==> config.mk <==
export PLATFORM = sky130hd
export DESIGN_NAME = mc_controller
export DESIGN_NICKNAME = d
export VERILOG_FILES = /design/src/rtl/mc_controller.sv
export SDC_FILE = /design/constraint.sdc
export NUM_CORES = 1
export LEC_CHECK = 0
export BUFFER_PORTS_ARGS = -buffer_cell sky130_fd_sc_hd__buf_2
export CAP_MARGIN = 20
export CORE_MARGIN = 4
export CORE_UTILIZATION = 43
export CTS_BUF_LIST = sky130_fd_sc_hd__clkbuf_8
export DETAILED_ROUTE_END_ITERATION = 8
export PLACE_DENSITY = 0.77
export SETUP_SLACK_MARGIN = 0.15
export SYNTH_ARGS = -nofsm -noshare
export SYNTH_HDL_FRONTEND = slang
export SYNTH_SLANG_ARGS = --single-unit
==> constraint.sdc <==
create_clock -name clk -period 1.35 [get_ports clk]
set_input_delay 0.405 -clock clk [delete_from_list [all_inputs] [get_ports clk]]
set_output_delay 0.405 -clock clk [all_outputs]
set_load 0.02 [all_outputs]
==> src/rtl/mc_controller.sv <==
// Multicycle main control FSM for the 16-bit RISC core.
// Sequences fetch/decode/execute/memory/writeback and drives the datapath.
module mc_controller #(
    parameter int OP_W = 4
) (
    input  logic            clk,
    input  logic            reset,
    input  logic [OP_W-1:0] opcode,
    input  logic            zero,
    input  logic            mem_ready,
    output logic            irwrite,
    output logic            pcen,
    output logic            regwrite,
    output logic            memwrite,
    output logic            iord,
    output logic            memtoreg,
    output logic            regdst,
    output logic            alusrca,
    output logic [1:0]      alusrcb,
    output logic [1:0]      pcsrc,
    output logic [1:0]      aluop,
    output logic            illegal,
    output logic [3:0]      state
);

    localparam logic [OP_W-1:0] op_r    = OP_W'(0);
    localparam logic [OP_W-1:0] op_lw   = OP_W'(1);
    localparam logic [OP_W-1:0] op_sw   = OP_W'(2);
    localparam logic [OP_W-1:0] op_beq  = OP_W'(3);
    localparam logic [OP_W-1:0] op_addi = OP_W'(4);
    localparam logic [OP_W-1:0] op_slti = OP_W'(5);
    localparam logic [OP_W-1:0] op_j    = OP_W'(6);

    typedef enum logic [3:0] {
        s_fetch   = 4'd0,
        s_decode  = 4'd1,
        s_memadr  = 4'd2,
        s_memrd   = 4'd3,
        s_memwb   = 4'd4,
        s_memwr   = 4'd5,
        s_execute = 4'd6,
        s_aluwb   = 4'd7,
        s_branch  = 4'd8,
        s_addiex  = 4'd9,
        s_sltiex  = 4'd10,
        s_iwb     = 4'd11,
        s_jump    = 4'd12
    } state_t;

    state_t cur, nxt;
    logic   pcwrite;
    logic   branch;

    assign state = cur;

    // State register; reset always returns the FSM to fetch.
    always_ff @(posedge clk) begin
        if (reset) cur <= s_fetch;
        else       cur <= nxt;
    end

    // Next-state and output decode; every output is quiet during reset.
    always_comb begin
        nxt      = s_fetch;
        irwrite  = 1'b0;
        pcwrite  = 1'b0;
        branch   = 1'b0;
        regwrite = 1'b0;
        memwrite = 1'b0;
        iord     = 1'b0;
        memtoreg = 1'b0;
        regdst   = 1'b0;
        alusrca  = 1'b0;
        alusrcb  = 2'b00;
        pcsrc    = 2'b00;
        aluop    = 2'b11;
        illegal  = 1'b0;
        if (reset) begin
            aluop = 2'b00;
        end else begin
            unique case (cur)
                s_fetch: begin
                    alusrcb = 2'b01;
                    irwrite = mem_ready;
                    pcwrite = mem_ready;
                    nxt     = mem_ready ? s_decode : s_fetch;
                end
                s_decode: begin
                    alusrcb = 2'b11;
                    if (opcode == op_lw || opcode == op_sw) nxt = s_memadr;
                    else if (opcode == op_r)    nxt = s_execute;
                    else if (opcode == op_beq)  nxt = s_branch;
                    else if (opcode == op_addi) nxt = s_addiex;
                    else if (opcode == op_slti) nxt = s_sltiex;
                    else if (opcode == op_j)    nxt = s_jump;
                    else                        illegal = 1'b1;
                end
                s_memadr: begin
                    alusrca = 1'b1;
                    alusrcb = 2'b10;
                    if (opcode == op_lw)      nxt = s_memrd;
                    else if (opcode == op_sw) nxt = s_memwr;
                end
                s_memrd: begin
                    iord = 1'b1;
                    nxt  = mem_ready ? s_memwb : s_memrd;
                end
                s_memwb: begin
                    memtoreg = 1'b1;
                    regwrite = 1'b1;
                end
                s_memwr: begin
                    iord     = 1'b1;
                    memwrite = 1'b1;
                    nxt      = mem_ready ? s_fetch : s_memwr;
                end
                s_execute: begin
                    alusrca = 1'b1;
                    aluop   = 2'b00;
                    nxt     = s_aluwb;
                end
                s_aluwb: begin
                    regdst   = 1'b1;
                    regwrite = 1'b1;
                end
                s_branch: begin
                    alusrca = 1'b1;
                    aluop   = 2'b10;
                    pcsrc   = 2'b01;
                    branch  = 1'b1;
                end
                s_addiex: begin
                    alusrca = 1'b1;
                    alusrcb = 2'b10;
                    nxt     = s_iwb;
                end
                s_sltiex: begin
                    alusrca = 1'b1;
                    alusrcb = 2'b10;
                    aluop   = 2'b01;
                    nxt     = s_iwb;
                end
                s_iwb: begin
                    regwrite = 1'b1;
                end
                s_jump: begin
                    pcsrc   = 2'b10;
                    pcwrite = 1'b1;
                end
                default: begin
                    aluop = 2'b00;
                end
            endcase
        end
        pcen = pcwrite | (branch & zero);
    end

endmodule

==> results.env, run 1 <==
CLOCK-SINKS=4
YOSYS.AREA_SHARE.XOR_XNOR_PCT=5.96
CTS-ROOT-TO-SINK-BUFFERS=2
SYNTH_AREA_LEADERS='dfxtp_1 14%, nor2_1 7.7%, a21oi_1 6.8%'
FLOW.STOPPED_AT='clock tree synthesis'
DIE_HEIGHT_UM=45.0
OUTCOME='aborted with a tool error'
YOSYS_REGISTER_BITS=4
SYN_AREA_UM2=588
YOSYS.AREA_SHARE.ADDER_PCT=0
ROW_COUNT=13
SYNTH_COMPOUND_GATE_AREA_SHARE_PCT=30.0
SYNTH_AREA_PER_CELL_UM2=6.84
PLACEMENT.IO_BUFFERS=26
SYNTH_SIMPLE_GATE_AREA_SHARE_PCT=40.4
SYNTH_ASYNC_SR_FLOP_SHARE_PCT=0
YOSYS-MUX-AREA-FRACTION_PCT=1.91
HOLD_BUFFERS=0
YOSYSSEQAREASHARE_PCT=13.6
YOSYS_WARNINGS=0
YOSYSTOPAREACELL='dfxtp_1'
MAPPEDNETLISTNETS=94
CTS_RESIZED=50
SYNTHDOMINANTCELLAREASHARE_PCT=13.6
SYN_INST_COUNT=86
PLACE.DETAILED.HPWL_MM=1.68
TOP_LEVEL_PORTS=27
GP_ROUTABILITY_CONGESTION=0.822
COUNT_OF_FLIP_FLOPS_WITH_A_BUILT_IN_ENABLE_AFTER_SYNTHESIS=0
CLOCK_TREE.HTREE_LEVEL_COUNT=1
DIE_WIDTH_UM=45.0
CLOCK_TREE.ROOT_CELL='clkbuf_8'
START_UTIL_PCT=45.2
SYNTH_FF_TYPE='dfxtp_1'
CTS_BUFFERS=3
MAIN_COMBINATIONAL_CELL_FAMILY_BY_AREA_AFTER_SYNTHESIS='simple AND/OR/NAND/NOR gates'
PLACE.DETAILED.INSTANCES=145
CTS_SETUP_BUFFERS=6
SYNTHMOSTINSTANTIATEDCELL='nor2_1'
FLOW.FIRST_ERROR='[ERROR DPL-0038] Utilization greater than 100%, impossible to legalize'
NETLIST-CELL-TYPE-COUNT=36
SYNTH.CELLS.MOST_FREQUENT='12 x nor2_1, 8 x a21oi_1'
[stage by stage]
stage | area (um^2) | utilization, % | hold WS [ps] | setup WS [ps]
detailed placement | 1070 | 82.0 | 700 | -316
global placement | 1070 | 82.0 | 667 | -287
floorplan | 813 | - | 573 | -154
[cell families after synthesis]
group / after synthesis
XOR/XNOR: 4
flip-flops: 4
AO/OA/AOI/OAI: 25
AND/OR/NAND/NOR: 43
buffers and inverters: 9
multiplexers: 1
==> run 2: changes to the inputs <==
==> config.mk (replaced) <==
export PLATFORM = sky130hd
export DESIGN_NAME = mc_controller
export DESIGN_NICKNAME = d
export VERILOG_FILES = /design/src/rtl/mc_controller.sv
export SDC_FILE = /design/constraint.sdc
export NUM_CORES = 1
export LEC_CHECK = 0
export BUFFER_PORTS_ARGS = -buffer_cell sky130_fd_sc_hd__buf_2
export CAP_MARGIN = 20
export CORE_AREA = 4 4 65 67
export DETAILED_ROUTE_END_ITERATION = 8
export DIE_AREA = 0 0 69 71
export PLACE_DENSITY_LB_ADDON = 0.15
export SYNTH_ARGS = -nofsm -noshare
export SYNTH_HDL_FRONTEND = slang
export SYNTH_SLANG_ARGS = --single-unit
==> constraint.sdc (replaced) <==
create_clock -name clk -period 1.8 [get_ports clk]
set_input_delay 0.54 -clock clk [delete_from_list [all_inputs] [get_ports clk]]
set_output_delay 0.54 -clock clk [all_outputs]
set_load 0.02 [all_outputs]
==> run 2 against run 1 <==
  * The flow now finishes, with violations (setup timing)
  * Area after synthesis stayed put
  * Synthesized cell count stayed put
==> results.env, run 2 <==
DRT_DRC_VIOLATIONS_LEFT=0
ANT_CELLS=0
SYNTHMOSTINSTANTIATEDCELL='nor2_1'
SYNTH.CELLS.MOST_FREQUENT='12 x nor2_1, 8 x a21oi_1'
SWSHARE_PCT=37.3
DRT.ANTENNA.VIOLATING_NETS=0
SYNTH_AREA_LEADERS='dfxtp_1 14%, nor2_1 7.7%, a21oi_1 6.8%'
COMMONEST_NON_FILL_NON_TAP_CELLS_IN_THE_LAYOUT='24 x buf_4, 13 x buf_2, 8 x buf_6'
TOP_LEVEL_PORTS=27  # unchanged
MAPPEDNETLISTNETS=94  # unchanged
HP-CLASS='register to register'
REG2REG_DEPTH=6
ROUTE.DETAILED.VIAS_PER_INST=4.34
DESIGN.FINAL.NETS=138
FP.DIEAREA_UM2=4900
POWER.COMBINATIONAL.FRACTION_PCT=52.6
DETAILROUTE.VIA_COUNT=764
TOPROUTINGLAYERUSED='met3'
ROW_COUNT=22  # +9
FAILED_CHECKS='setup timing'
COUNT_OF_FLIP_FLOPS_WITH_A_BUILT_IN_ENABLE_AFTER_SYNTHESIS=0  # unchanged
DIE_WIDTH_UM=69  # +53%
YOSYS_WARNINGS=0  # unchanged
TIMING.SETUP.TNS_PS=-87.8
TRITONCTS='built'
PWR_DENSITY_CELL_nW_PER_UM2=574
GRT_MAX_DEGREE=13
FINCLKSKEW_PS=3.00
GRT_PASS1_VIAS=714
YOSYSSEQAREASHARE_PCT=13.6  # unchanged
FINAL_COMMON_CELL='buf_4'
ANTENNA_VIOLATIONS_BEFORE_REPAIR=0
MIN_PERIOD_PS=1840
WORST-R2R-SETUP-SLACK_PS=330
PLACEMENT.IO_BUFFERS=26  # unchanged
STATIC-LEAKAGE-POWER_nW=0.455
P_INT_uW=405
CRITICAL_PATH.REG2REG.STARTPOINT='state[0]$_SDFF_PP0_'
SYNTH_ASYNC_SR_FLOP_SHARE_PCT=0  # unchanged
WORST_R2R_ENDPOINT='state[2]$_SDFF_PP0_'
IR_DROP_V=0.000283
CP-START-KIND='input pin'
REPORT.FINAL.HOLD_VIOL_COUNT=0
MET3_WIRELENGTH_UM=122
CRITICAL_PATH.STARTPOINT='reset'
ENDPOINT='pcen'
SYNTH_FF_TYPE='dfxtp_1'
DR_WL_MET2_MM=1.15
DRT_FIRST_PASS_ITERS=4
YOSYSTOPAREACELL='dfxtp_1'
INITIALDRTVIOLATIONCOUNT=32
POWER_SWITCHING_uW=241
CP_MAX_FO=5
GR-TOTAL-OVERFLOW=0
OUTCOME='complete, but fails checks'
GRTUSAGETOTAL_PCT=9.26
LARGEST_REG_FLOPS=4
DIE_HEIGHT_UM=71  # +58%
GP_ROUTABILITY_CONGESTION=0.734  # -11%
PERIOD_SHARE_PCT=102
DRIVE_ABOVE_1_SHARE_PCT=60.2
POSTROUTEWIRELENGTH_MM=2.29
WORST-ENDPOINT-ARRIVAL_PS=1300
AREAGROWTHSYNTHTOFINISH_PCT=91.5
SETUP_SLACK_PS=-37.7
GRT_PASS1_WL_MM=3.72
CLOCK_INSERTION_DELAY_WORST_SKEW_PS=210
POWER.SEQUENTIAL.FRACTION_PCT=18.8
P_CLK_SHARE_PCT=28.6
PATH_CLK_SLEW_PS=30
NETLIST-CELL-TYPE-COUNT=36  # unchanged
PLACE.DETAILED.HPWL_MM=1.75  # +3.7%
MAXSLEWHEADROOM_PCT=76.2
CORE_AREA_UM2=3630
CTS_BUFFERS=3  # unchanged
SYNTH_AREA_PER_CELL_UM2=6.84  # unchanged
CLOCK_TREE.ROOT_CELL='clkbuf_8'
CLOCK-SINKS=4  # unchanged
SETUP_VIOL_COUNT_FINAL=3
DRT-WIRELENGTH-PER-CELL_UM=13.0
MAX_CLOCK_FREQ_GHz=0.544
SLEW_VIOL_FINAL=0
START_UTIL_PCT=16.2  # -29 points
CTS-ROOT-TO-SINK-BUFFERS=2  # unchanged
SYNTHDOMINANTCELLAREASHARE_PCT=13.6  # unchanged
REPORT.POWER.TOTAL_uW=646
PATH_CLASS='input pin to output port'
LAYOUT.AREA.SEQ_UM2=92.6
SYN_INST_COUNT=86  # unchanged
HOLD_BUFFERS=0  # unchanged
YOSYS_REGISTER_BITS=4  # unchanged
RSZ0062_AT_GRT='true'
TIGHTEST_SLEW_PS=352
WL_MET1_MM=1.02
CLOCK_TREE.HTREE_LEVEL_COUNT=1  # unchanged
CRITICAL_PATH_REQUIRED_PS=1260
POST-ROUTE-UTIL_PCT=31.0
MAX-CAP-VIOLATIONS=0
PLACE_WS_PS=-146  # +171 ps
MULTI_INPUT_COMB_AREA_UM2=574
SYN_AREA_UM2=588  # unchanged
TIMING.CRITICAL_PATH.TO_TYPE='output port'
FILLERS=421
## run 2: per-stage QoR
| step | instances | cell area [um^2] | hold slack [ps] |
|---|---|---|---|
| after floorplan | 86 | 626 | 649 |
| after global placement | 169 | 896 | 861 |
| after detailed placement | 169 | 896 | 843 |
| after CTS | 174 | 1030 | 703 |
| after global routing | 176 | 1130 | 722 |
| final | 176 | 1130 | 692 |
## run 2: worst min path at each step
stage | start | endpoint | slack, ps | cells past startpoint
6_report | state[1]$_SDFF_PP0_ | state[3]$_SDFF_PP0_ | 690 | 2
5_1_grt | reset | state[3]$_SDFF_PP0_ | 720 | 3
4_1_cts | state[1]$_SDFF_PP0_ | state[3]$_SDFF_PP0_ | 700 | 2
3_5_place_dp | state[3]$_SDFF_PP0_ | state[3]$_SDFF_PP0_ | 840 | 3
3_3_place_gp | state[2]$_SDFF_PP0_ | state[1]$_SDFF_PP0_ | 860 | 4
2_1_floorplan | state[2]$_SDFF_PP0_ | state[3]$_SDFF_PP0_ | 650 | 2
## run 2: cell type report
cell class	instances	area share (%)
Timing Repair Buffer	46	31.1
Tap cell	48	5.33
Inverter	2	0.667
Multi-Input combinational cell	73	51.0
Clock buffer	3	3.67
Sequential cell	4	8.22
## run 2: cell families (layout without fill, tap and decap cells)
logic type	count (synthesis)	after routing	share of synthesized area, %
buf+inv	9	51	8.08
mux	1	1	1.91
simple gates	43	43	40.4
compound gates	25	25	30.0
flops	4	4	13.6
xor+xnor	4	4	5.96
## run 2: power groups by stage
stage | Sequential (mW) | Clock [mW] | Combinational [mW]
after global routing | 0.124 | 0.198 | 0.369
after floorplan | 0.120 | 0 | 0.175
final | 0.121 | 0.184 | 0.340
after detailed placement | 0.120 | 0 | 0.274
after global placement | 0.121 | 0 | 0.273
after CTS | 0.120 | 0.190 | 0.305
## run 2: routing by layer
| metal | global-route usage, % | up-vias |
|---|---|---|
| li1 | - | 394 |
| met1 | 11.6 | 351 |
| met2 | 15.1 | 19 |
| met3 | 3.13 | 0 |
| met4 | 2.60 | 0 |
| met5 | 0 | - |
## run 2: worst max-delay path, cell delays in order
cell and delay, ps:
buf_6 100, or3_4 380, a21oi_2 140, buf_6 130
## run 2: repair_timing
| item | in CTS | in global routing |
|---|---|---|
| endpoints found under the setup margin | 14 | 14 |
| gates resized for setup | 26 | 21 |
| pin swaps | 3 | 2 |
| setup buffers | 2 | 2 |
Power figures use the tool's default switching activity.
